[config.mk]
export PLATFORM = sky130hd
export DESIGN_NAME = tms320c1x_seq
export DESIGN_NICKNAME = d
export VERILOG_FILES = /design/src/rtl/tms320c1x_pkg.sv /design/src/rtl/tms320c1x_int_edge.sv /design/src/rtl/tms320c1x_seq.sv
export SDC_FILE = /design/constraint.sdc
export NUM_CORES = 1
export LEC_CHECK = 0
export CAP_MARGIN = 20
export CORE_MARGIN = 2
export CORE_UTILIZATION = 50
export CTS_CLUSTER_SIZE = 28
export DETAILED_ROUTE_END_ITERATION = 8
export PLACE_DENSITY = 0.85
export REMOVE_ABC_BUFFERS = 1
export SYNTH_ARGS = -nofsm -noshare
export SYNTH_HDL_FRONTEND = slang
export SYNTH_HIERARCHICAL = 1
export SYNTH_SLANG_ARGS = --single-unit
[constraint.sdc]
create_clock -name CLK -period 6.5 [get_ports CLK]
set_clock_uncertainty 0.2 [all_clocks]
set_input_delay 1.3 -clock CLK [delete_from_list [all_inputs] [get_ports CLK]]
set_output_delay 1.3 -clock CLK [all_outputs]
set_load 0.05 [all_outputs]
[src/rtl/tms320c1x_pkg.sv]
// Shared definitions for the TMS320C1x instruction sequencer.
//   SeqState_t  : sequencer FSM states
//   NOP_OP      : opcode held in IC after reset / illegal-instruction retire
//   ISR_OP      : pseudo-opcode placed in IC on interrupt entry
//   IsTwoWord() : opcode needs a second program word (branch/call target)
package tms320c1x_pkg;

  localparam logic [15:0] NOP_OP = 16'h7F80;
  localparam logic [15:0] ISR_OP = 16'hF000;

  typedef enum logic [1:0] {S_IDLE, S_FETCH, S_FETCH2, S_EXEC} SeqState_t;

  // Fx group: 4/5/6 and 8..F carry a target word.
  function automatic logic IsTwoWord(input logic [15:0] op);
    return (op[15:12] == 4'hF) &&
           (op[11] || (op[11:8] == 4'h4) || (op[11:8] == 4'h5) || (op[11:8] == 4'h6));
  endfunction

endpackage

[src/rtl/tms320c1x_int_edge.sv]
// External interrupt front end: synchronises the asynchronous INT_N pin and
// latches a pending flag on each 1->0 transition. A held-low level does not
// re-arm. A new edge in the same cycle as clr wins, so it is not lost.
//   clk, rst, en : clock, sync active-high reset, clock enable
//   int_n        : raw asynchronous interrupt pin (active low)
//   clr          : consume the pending request
//   pending      : registered pending flag
module tms320c1x_int_edge #(
  parameter int SYNC = 2
) (
  input  logic clk,
  input  logic rst,
  input  logic en,
  input  logic int_n,
  input  logic clr,
  output logic pending
);

  logic [SYNC-1:0] sync_q, sync_d;
  logic            prev_q, prev_d;
  logic            pend_q, pend_d;
  logic            fall;

  always_comb begin
    sync_d = {sync_q[SYNC-2:0], int_n};
    prev_d = sync_q[SYNC-1];
    fall   = prev_q & ~sync_q[SYNC-1];
    pend_d = fall | (pend_q & ~clr);
  end

  // Pin idles high, so the chain resets to 1 to avoid a false edge.
  always_ff @(posedge clk) begin
    if (rst) begin
      sync_q <= '1;
      prev_q <= 1'b1;
      pend_q <= 1'b0;
    end else if (en) begin
      sync_q <= sync_d;
      prev_q <= prev_d;
      pend_q <= pend_d;
    end
  end

  assign pending = pend_q;

endmodule

[src/rtl/tms320c1x_seq.sv]
// TMS320C1x instruction sequencer: fetches program words into IC (and the
// second word into IW2), steps the decoder STATE index, and injects ISR_OP
// at instruction boundaries when an unmasked interrupt is pending.
//   CLK, RST, EN         : clock, sync active-high reset, clock enable
//   PM_RD/PM_RDY/PM_DI   : program-memory read handshake and data
//   PC_INC               : datapath PC increment pulse, one per accepted word
//   IC, IW2, STATE, EXEC : instruction, second word, state index, apply strobe
//   LST, ILI             : decoder last-state / illegal-instruction flags
//   INT_N, INTM, INT_ACK : interrupt pin, mask, entry pulse
//   ILL_STB              : illegal-instruction retire pulse
module tms320c1x_seq
  import tms320c1x_pkg::*;
#(
  parameter int INT_SYNC = 2
) (
  input  logic        CLK,
  input  logic        RST,
  input  logic        EN,
  output logic        PM_RD,
  input  logic        PM_RDY,
  input  logic [15:0] PM_DI,
  output logic        PC_INC,
  output logic [15:0] IC,
  output logic [15:0] IW2,
  output logic [1:0]  STATE,
  output logic        EXEC,
  input  logic        LST,
  input  logic        ILI,
  input  logic        INT_N,
  input  logic        INTM,
  output logic        INT_ACK,
  output logic        ILL_STB
);

  SeqState_t   state_q, state_d;
  logic [15:0] ic_q, ic_d, iw2_q, iw2_d;
  logic [1:0]  step_q, step_d;
  logic        pm_rd_q, pm_rd_d, pc_inc_q, pc_inc_d, exec_q, exec_d;
  logic        int_ack_q, int_ack_d, ill_stb_q, ill_stb_d;
  logic        int_pend, int_clr, boundary, take_int;

  tms320c1x_int_edge #(.SYNC(INT_SYNC)) u_int_edge (
    .clk     (CLK),
    .rst     (RST),
    .en      (EN),
    .int_n   (INT_N),
    .clr     (int_clr),
    .pending (int_pend)
  );

  always_comb begin
    state_d   = state_q;
    ic_d      = ic_q;
    iw2_d     = iw2_q;
    step_d    = step_q;
    pc_inc_d  = 1'b0;
    int_ack_d = 1'b0;
    ill_stb_d = 1'b0;
    int_clr   = 1'b0;
    // Illegal retires like a last state. ISR_OP itself never nests.
    boundary  = (state_q == S_EXEC) && (LST || ILI);
    take_int  = boundary && int_pend && !INTM && (ic_q != ISR_OP);

    unique case (state_q)
      S_IDLE: state_d = S_FETCH;
      S_FETCH: if (PM_RDY) begin
        ic_d     = PM_DI;
        step_d   = 2'd0;
        pc_inc_d = 1'b1;
        state_d  = S_EXEC;
      end
      S_FETCH2: if (PM_RDY) begin
        iw2_d    = PM_DI;
        step_d   = 2'd1;
        pc_inc_d = 1'b1;
        state_d  = S_EXEC;
      end
      S_EXEC: begin
        if (boundary) begin
          if (ILI) begin
            ill_stb_d = 1'b1;
            ic_d      = NOP_OP;
          end
          if (take_int) begin
            ic_d      = ISR_OP;
            step_d    = 2'd0;
            int_ack_d = 1'b1;
            int_clr   = 1'b1;
          end else begin
            state_d = S_FETCH;
          end
        end else if (step_q == 2'd0 && IsTwoWord(ic_q)) begin
          state_d = S_FETCH2;  // STATE stays 0 until the target word lands
        end else if (step_q != 2'd3) begin
          step_d = step_q + 2'd1;  // saturate at 3: decoder default arm
        end
      end
      default: state_d = S_IDLE;
    endcase

    pm_rd_d = (state_d == S_FETCH) || (state_d == S_FETCH2);
    exec_d  = (state_d == S_EXEC);
  end

  always_ff @(posedge CLK) begin
    if (RST) begin
      state_q   <= S_IDLE;
      ic_q      <= NOP_OP;
      iw2_q     <= 16'h0000;
      step_q    <= 2'd0;
      pm_rd_q   <= 1'b0;
      pc_inc_q  <= 1'b0;
      exec_q    <= 1'b0;
      int_ack_q <= 1'b0;
      ill_stb_q <= 1'b0;
    end else if (EN) begin
      state_q   <= state_d;
      ic_q      <= ic_d;
      iw2_q     <= iw2_d;
      step_q    <= step_d;
      pm_rd_q   <= pm_rd_d;
      pc_inc_q  <= pc_inc_d;
      exec_q    <= exec_d;
      int_ack_q <= int_ack_d;
      ill_stb_q <= ill_stb_d;
    end
  end

  assign PM_RD   = pm_rd_q;
  assign PC_INC  = pc_inc_q;
  assign IC      = ic_q;
  assign IW2     = iw2_q;
  assign STATE   = step_q;
  assign EXEC    = exec_q;
  assign INT_ACK = int_ack_q;
  assign ILL_STB = ill_stb_q;

endmodule
Word level (Yosys, flattened, before mapping)
Index checks and enable logic that the tools add are counted.
Widths: inputs -> output; s select.
- output and inout port bits: 39
- flip-flop bits (word level): 45
- logic and storage cells: 82
- input port bits: 24
- multiplexer cells: 25
- bitwise gates (word level): 5
- eq/ne operators: 19
- add/subtract/negate cells: 1
- reduce and logical (&&, ||, !) cells: 20
- operators by type and width (operator ; count):
    $mux 16 ; 4
    $pmux 16 s2 ; 1
    $mux 2 ; 10
    $ne 16x16->1 const B ; 1
    $eq 4x3->1 const B ; 3
    $pmux 2 s3 ; 2
    $ne 3x3->1 const B ; 3
    $eq 2x2->1 const B ; 4
    $mux 1 ; 8
    $ne 2x2->1 const B ; 4
    $reduce_and 7->1 ; 1
    $logic_and 1x1->1 ; 6
    $logic_or 1x1->1 ; 5
    $reduce_and 5->1 ; 1
    $eq 2x1->1 const B ; 2
    $eq 4x4->1 const B ; 1
    $logic_not 2->1 ; 2
    $ne 3x2->1 const B ; 1
    $reduce_and 3->1 ; 1
    $reduce_bool 3->1 ; 1
    $add 2x1->2 const B ; 1
    $and 1x1->1 ; 2
    $not 1->1 ; 2
    $reduce_bool 2->1 ; 1
    other kinds (3) ; 3

Logic depth before layout (Yosys ltp)
Gate-level depths: netlist of run 1.
- word-level depth: 11
- mapped depth: 10
- depth with buffers taken out: 9

Cells and area by module
Netlist of run 1, hierarchy kept.
- modules (own cells, without submodules) (module ; times used ; area each (um2) ; cells an instance ; seq. area each (um2)):
    tms320c1x_seq ; 1 ; 1924.3 ; 233 ; 820.8
    tms320c1x_int_edge ; 1 ; 147.6 ; 13 ; 80.1

Least setup slack after synthesis of run 1
Ideal clock, no wire load.
- kind: input to register
- start: input port LST
- end: register pm_rd_q, in the netlist PM_RD
- path buffers: 0
- cell stages on the path: 8
- setup time: 0.128 ns
- data required time: 6.172 ns
- arrival: 2.562 ns
- slack: 3.611 ns
- cell sequence: o21ai_1 -> or2_2 -> nor2_2 -> o31ai_1 -> a21oi_1 -> ha_1 -> mux2i_1 -> nor2_1
- cells in the longest elaborated chain, start to end: 10
- elaborated cells on any way between the ends: 11
- those cells by class: eq/ne (2); mux (3); reduce/logical (6)
- RTL lines (item ; line ; source):
    start, declared ; tms320c1x_seq.sv:27 ; input logic LST,
    $logic_or 1x1->1 (*) ; tms320c1x_seq.sv:61 ; boundary = (state_q == S_EXEC) && (LST || ILI);
    $logic_and 1x1->1 (*) ; tms320c1x_seq.sv:61 ;
    $logic_and 1x1->1 (3 in a row) ; tms320c1x_seq.sv:62 ; take_int = boundary && int_pend && !INTM && (ic_q != ISR_OP);
    $mux 2 ; tms320c1x_seq.sv:84 ; if (take_int) begin
    $mux 2 (*) ; tms320c1x_seq.sv:79 ; if (boundary) begin
    $pmux 2 s3 (*) ; tms320c1x_seq.sv:64 ; unique case (state_q)
    via state_d[1] ; tms320c1x_seq.sv:35 ; SeqState_t state_q, state_d;
    $eq 2x1->1 / $eq 2x2->1 (equally long branches) ; tms320c1x_seq.sv:101 ; pm_rd_d = (state_d == S_FETCH) || (state_d == S_FETCH2);
    $logic_or 1x1->1 (*) ; tms320c1x_seq.sv:101 ;
    via pm_rd_d ; tms320c1x_seq.sv:38 ; logic pm_rd_q, pm_rd_d, pc_inc_q, pc_inc_d, exec_q, exec_d;
    end signal, assigned ; tms320c1x_seq.sv:121 ; pm_rd_q <= pm_rd_d;
    end, declared ; tms320c1x_seq.sv:38 ;
Mark *: on every way through the listed nets, which the timed path passes. The rest lies on a longest branch.
A chain may end at the register's enable or synchronous reset.

Worst setup path in the final report of run 1
- start: input port EN
- end: register iw2_q[3], in the netlist IW2[3]
- cells in the longest elaborated chain, start to end: 1
- RTL lines (item ; line ; source):
    start, declared ; tms320c1x_seq.sv:18 ; input logic EN,
    $reduce_and 3->1 (no line) ; -- ;
    end signal, assigned ; tms320c1x_seq.sv:119 ; iw2_q <= iw2_d;
    end, declared ; tms320c1x_seq.sv:36 ; logic [15:0] ic_q, ic_d, iw2_q, iw2_d;
No other way between the ends.

==> out/qor.csv, run 1 <==
stage,metric,value,unit
run_status,status,"finished, final reports clean",
grt,grtUsageTotal,22.97,%
critical_path,path_max_fanout,24,
critical_path,critPathKind,in -> reg,
synth,syn_inst,246,
floorplanning,pin_count,63,
clocking,cts.clk_slew.worst_paths,0.09,ns
clocking,clock_sinks,45,
routing,vias_per_cell,5.541,
routing,wl_per_cell,14.58,um
power_and_ir_drop,ir_drop,146.3,uV
clocking,clk_latency,0.30,ns
routing,first_pass_iters,4,
routing,routed_wl,5.148,mm
synth,synth_edf_count,0,
timing,finalMaxSlewViolations,0,
clocking,cts_tree,done,
timing,fin_crit,3.434,ns
synth,ys_async_sr_fraction,0,%
hold_path,hp-class,reg -> reg,
floorplanning,dieArea,4675,um2
power_and_ir_drop,p_per_area,205.1,nW/um2
synth,yosysTopAreaCell,dfxtp_1,
routing,drtIter0Drc,146,
timing,max-slew-margin-rel,43.87,%
critical_path,arrival,3.41,ns
finish,drive_gt1_share,6.601,%
clocking,postCtsResizedCells,0,
synth,synth_flop_cell,dfxtp_1,
finish,areaGrowthSynthToFinish,35.02,%
timing,rsz0062_at_grt,no,
floorplanning,fp.dieH,68.38,um
clocking,holdBufCountCts,0,
floorplanning,start_util,51.80,%
placement,portBuffers,62,
timing,tightest_slew,0.8393,ns
finish,fin_area,2798,um2
timing,setup_tns,0,ns
grt,antenna_found_initial,0,
synth,synth_top_area_share,43.48,%
critical_path,cp-start-kind,input port,
finish,num-nets-final,334,
placement,place_congestion,0.7949,
timing,hold_slack,0.2591,ns
grt,grt_pass1_vias,1759,
routing,final_antenna_net_count,0,
timing,hold_viol,0,
routing,drc,0,
flow_run,drv_cap,0,
synth,synthTopCellsByArea,"dfxtp_1 43%, a21oi_1 10%, nand2_1 6.2%",
synth,ys_types,45,
placement,dpl_cell_area,2686,um2
timing,fmax,291.2,MHz
routing,num_vias,1956,
timing,finalCritPeriodShare,52.83,%
power_and_ir_drop,p_leak,1.011,nW
grt,grt_max_degree,48,
floorplanning,rows,23,
synth,yosysMostFrequentCell,dfxtp_1,
synth,ys_warn_count,6,
critical_path,required,6.48,ns
grt,grt_pass1_wl,8.086,mm
synth,yosysSeqAreaShare,43.48,%
synth,ys_seq_elements,45,
critical_path,critPathCaptureType,register,
finish,n_antenna_cell,0,
floorplanning,fp.coreArea,4000,um2
synth,syn_area_per_cell,8.423,um2
power_and_ir_drop,power,573.9,uW
synth,synthesis.area,2072,um2
clocking,htreeDepth,2,
clocking,postCtsSetupBuffers,0,
clocking,cts_buffer_depth,2,
floorplanning,die_w,68.38,um
placement,hpwl,3.537,mm
timing,setup_viol,0,
clocking,cts_buffers,5,
clocking,clockRootBuffer,clkbuf_8,
synth,synthTopCellsByCount,"45 x dfxtp_1, 43 x a21oi_1, 34 x nand2_1, 12 x o21ai_0, 11 x nand3_1",
grt,gr-total-overflow,0,
[path summary, 6_finish.rpt]
path | startpoint | to | slack, ns | cells past startpoint
max reg2reg | state_q[0] | PM_RD | 3.82 | 8
min | IW2[14] | IW2[14] | 0.26 | 2
min reg2reg | IW2[14] | IW2[14] | 0.26 | 2
max | EN | IW2[3] | 3.07 | 4
[placed cells by master (no fill, tap or decap), drive strengths merged, types with 2 or more instances in the layout]
cell           Yosys  routed
a211o              3       3
dfxtp             45      45
inv                6       6
o21a               3       3
nand2             34      34
nand3             11      11
o21bai             9       9
nor3               5       5
clkbuf             9       6
a21oi             44      44
nand2b             4       4
a21boi             2       2
and4               2       2
nor2              11      11
or2                2       2
o21ai             14      14
o31ai              3       3
and3               2       2
nor2b              3       3
ha                 8       8
clkdlybuf4s50      0      62
o211ai             2       2
a31oi              2       2
nor4               3       3
mux2i              3       3
[cell type report]
cell class	instances	area [um2]
Sequential cell	45	900.9
Clock buffer	6	72.57
Timing Repair Buffer	63	628.1
Inverter	6	22.52
Tap cell	50	62.56
Fill cell	318	1202
Clock inverter	2	38.79
Multi-Input combinational cell	181	1072
[sequential cells by signal, indices dropped and copies added, names as in the netlist]
name	cells
EXEC	1
IC	16
ILL_STB	1
INT_ACK	1
IW2	16
PC_INC	1
PM_RD	1
STATE	2
state_q	2
u_int_edge/pending	1
u_int_edge/prev_q	1
u_int_edge/sync_q	2
[layer usage]
metal  part of all wire [%]  vias to the layer above  track usage, %
li1                       -                      982               -
met1                     44                      903           29.23
met2                     49                       63           38.71
met3                    6.3                        8           5.428
met4                   0.99                        0           6.250
met5                      0                        -               0
[where the power goes]
group | leakage, nW | switching, mW | total (mW) | internal (mW)
clock network | 0.0554 | 0.0944 | 0.210 | 0.115
logic | 0.591 | 0.0430 | 0.0771 | 0.0341
registers | 0.365 | 0.00512 | 0.287 | 0.282
total | 1.01 | 0.142 | 0.574 | 0.431
[through the flow]
stage               utilization (%)  worst slack (ns)  std cells
floorplan                         -             3.623        232
global placement              67.16             2.868        345
detailed placement            67.16             2.762        345
CTS                           69.94             3.070        353
global route                  69.94             2.940        353
finish                        69.94             3.066        353
[kinds of logic (layout without fill, tap and decap cells)]
kind of cell | after synthesis | in the layout | share of synthesized area, %
AOI/OAI and AO/OA | 87 | 87 | 25.60
adders and majority gates | 8 | 8 | 4.831
buffers and inverters | 20 | 77 | 4.770
DFF | 45 | 45 | 43.48
muxes | 4 | 4 | 1.993
and+or+nand+nor | 82 | 82 | 19.32
[critical path, cell delays in order]
cell	delay, ns
clkdlybuf4s50_1	1.02
nand3_1	0.75
nand2_1	0.26
a21oi_1	0.08
Note: power is estimated with default switching activity, not from simulation.
==> run 2: changes to the inputs <==
CORE_UTILIZATION = 46   (was 50)
PLACE_DENSITY = 0.79   (was 0.85)
clock period = 3.2 ns   (was 6.5 ns; I/O delays follow)
==> run 2 against run 1 <==
Compared with the run above: total power is 85% higher; final cell count increased by 0.85%; largest cell class unchanged; sequential cell count stayed put; routed wire length down 2.8%; sequential power is 100% higher; largest power group unchanged; first-iteration DRC count decreased by 25%; worst hold slack lost 0.0050 ns; register-to-register slack got worse by 3.3 ns; count of clock-buffer cells in the layout is 1 lower; critical path depth rose by 5.
==> out/qor.csv, run 2 (same netlist as run 1, synthesis figures left out) <==
stage,metric,value,unit
clocking,postCtsSetupBuffers,0,
timing,fin_crit,2.695,ns
placement,place_congestion,0.8171,
floorplanning,dieArea,5057,um2
critical_path,arrival,2.67,ns
floorplanning,pin_count,63,
critical_path,critPathCaptureType,register,
timing,hold_slack,0.2542,ns
clocking,htreeDepth,2,
grt,grtUsageTotal,20.27,%
timing,setup_viol,0,
clocking,postCtsResizedCells,0,
placement,dpl_cell_area,2711,um2
critical_path,reg2regPathDepth,9,
critical_path,worstPathCellList,ha_1 > o21ai_1 > or2_2 > nor2_2 > o31ai_1 > a21oi_1 > ha_1 > mux2i_1 > nor2_1,
grt,grt_max_degree,28,
routing,vias_per_cell,5.374,
placement,placed_cells,350,
finish,fin_cells,356,
finish,layout.cells.most_common,clkdlybuf4s50_1,
critical_path,reg2reg_from,state_q[0],
placement,hpwl,3.660,mm
timing,max-slew-margin-rel,58.15,%
clocking,holdBufCountCts,0,
timing,fmax,371.1,MHz
timing,tightest_slew,0.6261,ns
clocking,cts_buffers,5,
critical_path,critPathTopFamily,adder cells,
finish,n_fill_cell,392,
finish,drive_gt1_share,7.237,%
clocking,clockRootBuffer,clkbuf_8,
critical_path,crit_slowest_cell,dfxtp_1,
routing,final_antenna_net_count,0,
finish,areaGrowthSynthToFinish,34.42,%
flow_run,drv_cap,0,
floorplanning,start_util,47.59,%
hold_path,whs_path_depth,2,
clocking,clk_latency,0.29,ns
grt,grt_pass1_vias,1748,
grt,gr-total-overflow,0,
power_and_ir_drop,p_leak,1.009,nW
critical_path,slowest_delay,0.46,ns
finish,layout_common_cells,"62 x clkdlybuf4s50_1, 45 x dfxtp_1, 43 x a21oi_1, 34 x nand2_1, 12 x o21ai_0",
critical_path,cp-start-kind,register,
timing,finalMaxSlewViolations,0,
grt,antenna_found_initial,0,
clocking,cts_tree,done,
critical_path,critical_path_depth,9,
clocking,cts_buffer_depth,2,
floorplanning,die_w,71.12,um
power_and_ir_drop,p_per_area,381.9,nW/um2
power_and_ir_drop,ir_drop,270.1,uV
timing,finalCritPeriodShare,84.22,%
grt,grt_pass1_wl,8.293,mm
timing,setup_tns,0,ns
critical_path,path_max_fanout,10,
floorplanning,fp.dieH,71.12,um
critical_path,r2r_slack,0.50,ns
finish,fin_area,2785,um2
critical_path,cp_num_buf_inv,0,
routing,drtIter0Drc,109,
routing,drc,0,
routing,num_vias,1913,
finish,multi_input_area,1072,um2
critical_path,required,3.18,ns
routing,wl_per_cell,14.06,um
critical_path,critPathKind,reg -> reg,
clocking,cts.clk_slew.worst_paths,0.08,ns
critical_path,startpoint,state_q[0],
finish,finish.utilization,63.97,%
floorplanning,rows,24,
run_status,status,"finished, final reports clean",
timing,hold_viol,0,
floorplanning,fp.coreArea,4354,um2
critical_path,crit_top_cell,ha_1,
critical_path,worstReg2RegEnd,PM_RD,
finish,regArea,900.9,um2
clocking,clock_sinks,45,
routing,first_pass_iters,4,
hold_path,hp-class,reg -> reg,
routing,routed_wl,5.006,mm
finish,n_antenna_cell,0,
timing,rsz0062_at_grt,no,
placement,portBuffers,62,
critical_path,crit_path_end,PM_RD,
finish,num-nets-final,337,
[run 2: changes by cell type in the layout (fill, tap and decap cells not counted)]
cell       previous run  this run
clkinv_2              0         1
buf_4                 1         4
clkinv_4              1         0
clkbuf_1              1         0
bufinv_16             1         0
[run 2: worst min path at each step]
stage                              start                    to  slack [ns]
global route                      IW2[1]                IW2[1]        0.27
floorplan           u_int_edge/sync_q[0]  u_int_edge/sync_q[1]        0.23
detailed placement                IW2[6]                IW2[6]        0.25
CTS                               IW2[6]                IW2[6]        0.26
global placement                  IW2[1]                IW2[1]        0.24
finish                            IW2[6]                IW2[6]        0.25
[run 2: worst reg2reg max path, cell delays in order (launching register included)]
cell     delay, ns
dfxtp_1       0.46
ha_1          0.42
o21ai_1       0.23
or2_2         0.37
nor2_2        0.19
o31ai_1       0.11
a21oi_1       0.18
ha_1          0.24
mux2i_1       0.13
nor2_1        0.05
[run 2: per-stage QoR]
step / setup slack [ns] / total power [mW]
after floorplan: 0.8577 / 0.6744
after global placement: 0.3150 / 0.7511
after detailed placement: 0.2327 / 0.7526
after CTS: 0.5058 / 1.070
after global routing: 0.3043 / 1.114
final: 0.5050 / 1.064
[run 2: report_power, final]
part | switching [mW] | internal (mW)
Sequential | 0.0104 | 0.573
Combinational | 0.0856 | 0.0708
Clock | 0.180 | 0.144
Total | 0.276 | 0.787
[run 2: final cells by class]
type / count / share of cell area (%)
clock buffer: 5 / 2.471
clock inverter: 1 / 0.1797
inverter: 6 / 0.8086
multi-input combinational: 181 / 38.50
sequential: 45 / 32.35
tap: 52 / 2.336
timing repair buffer: 66 / 23.36
[run 2: metal layers]
metal / vias to the layer above / wire length [um] / track usage [%]
li1: 982 / - / -
met1: 858 / 2377 / 27.90
met2: 67 / 2243 / 30.11
met3: 6 / 317 / 5.840
met4: 0 / 68 / 7.757
met5: - / 0 / 0
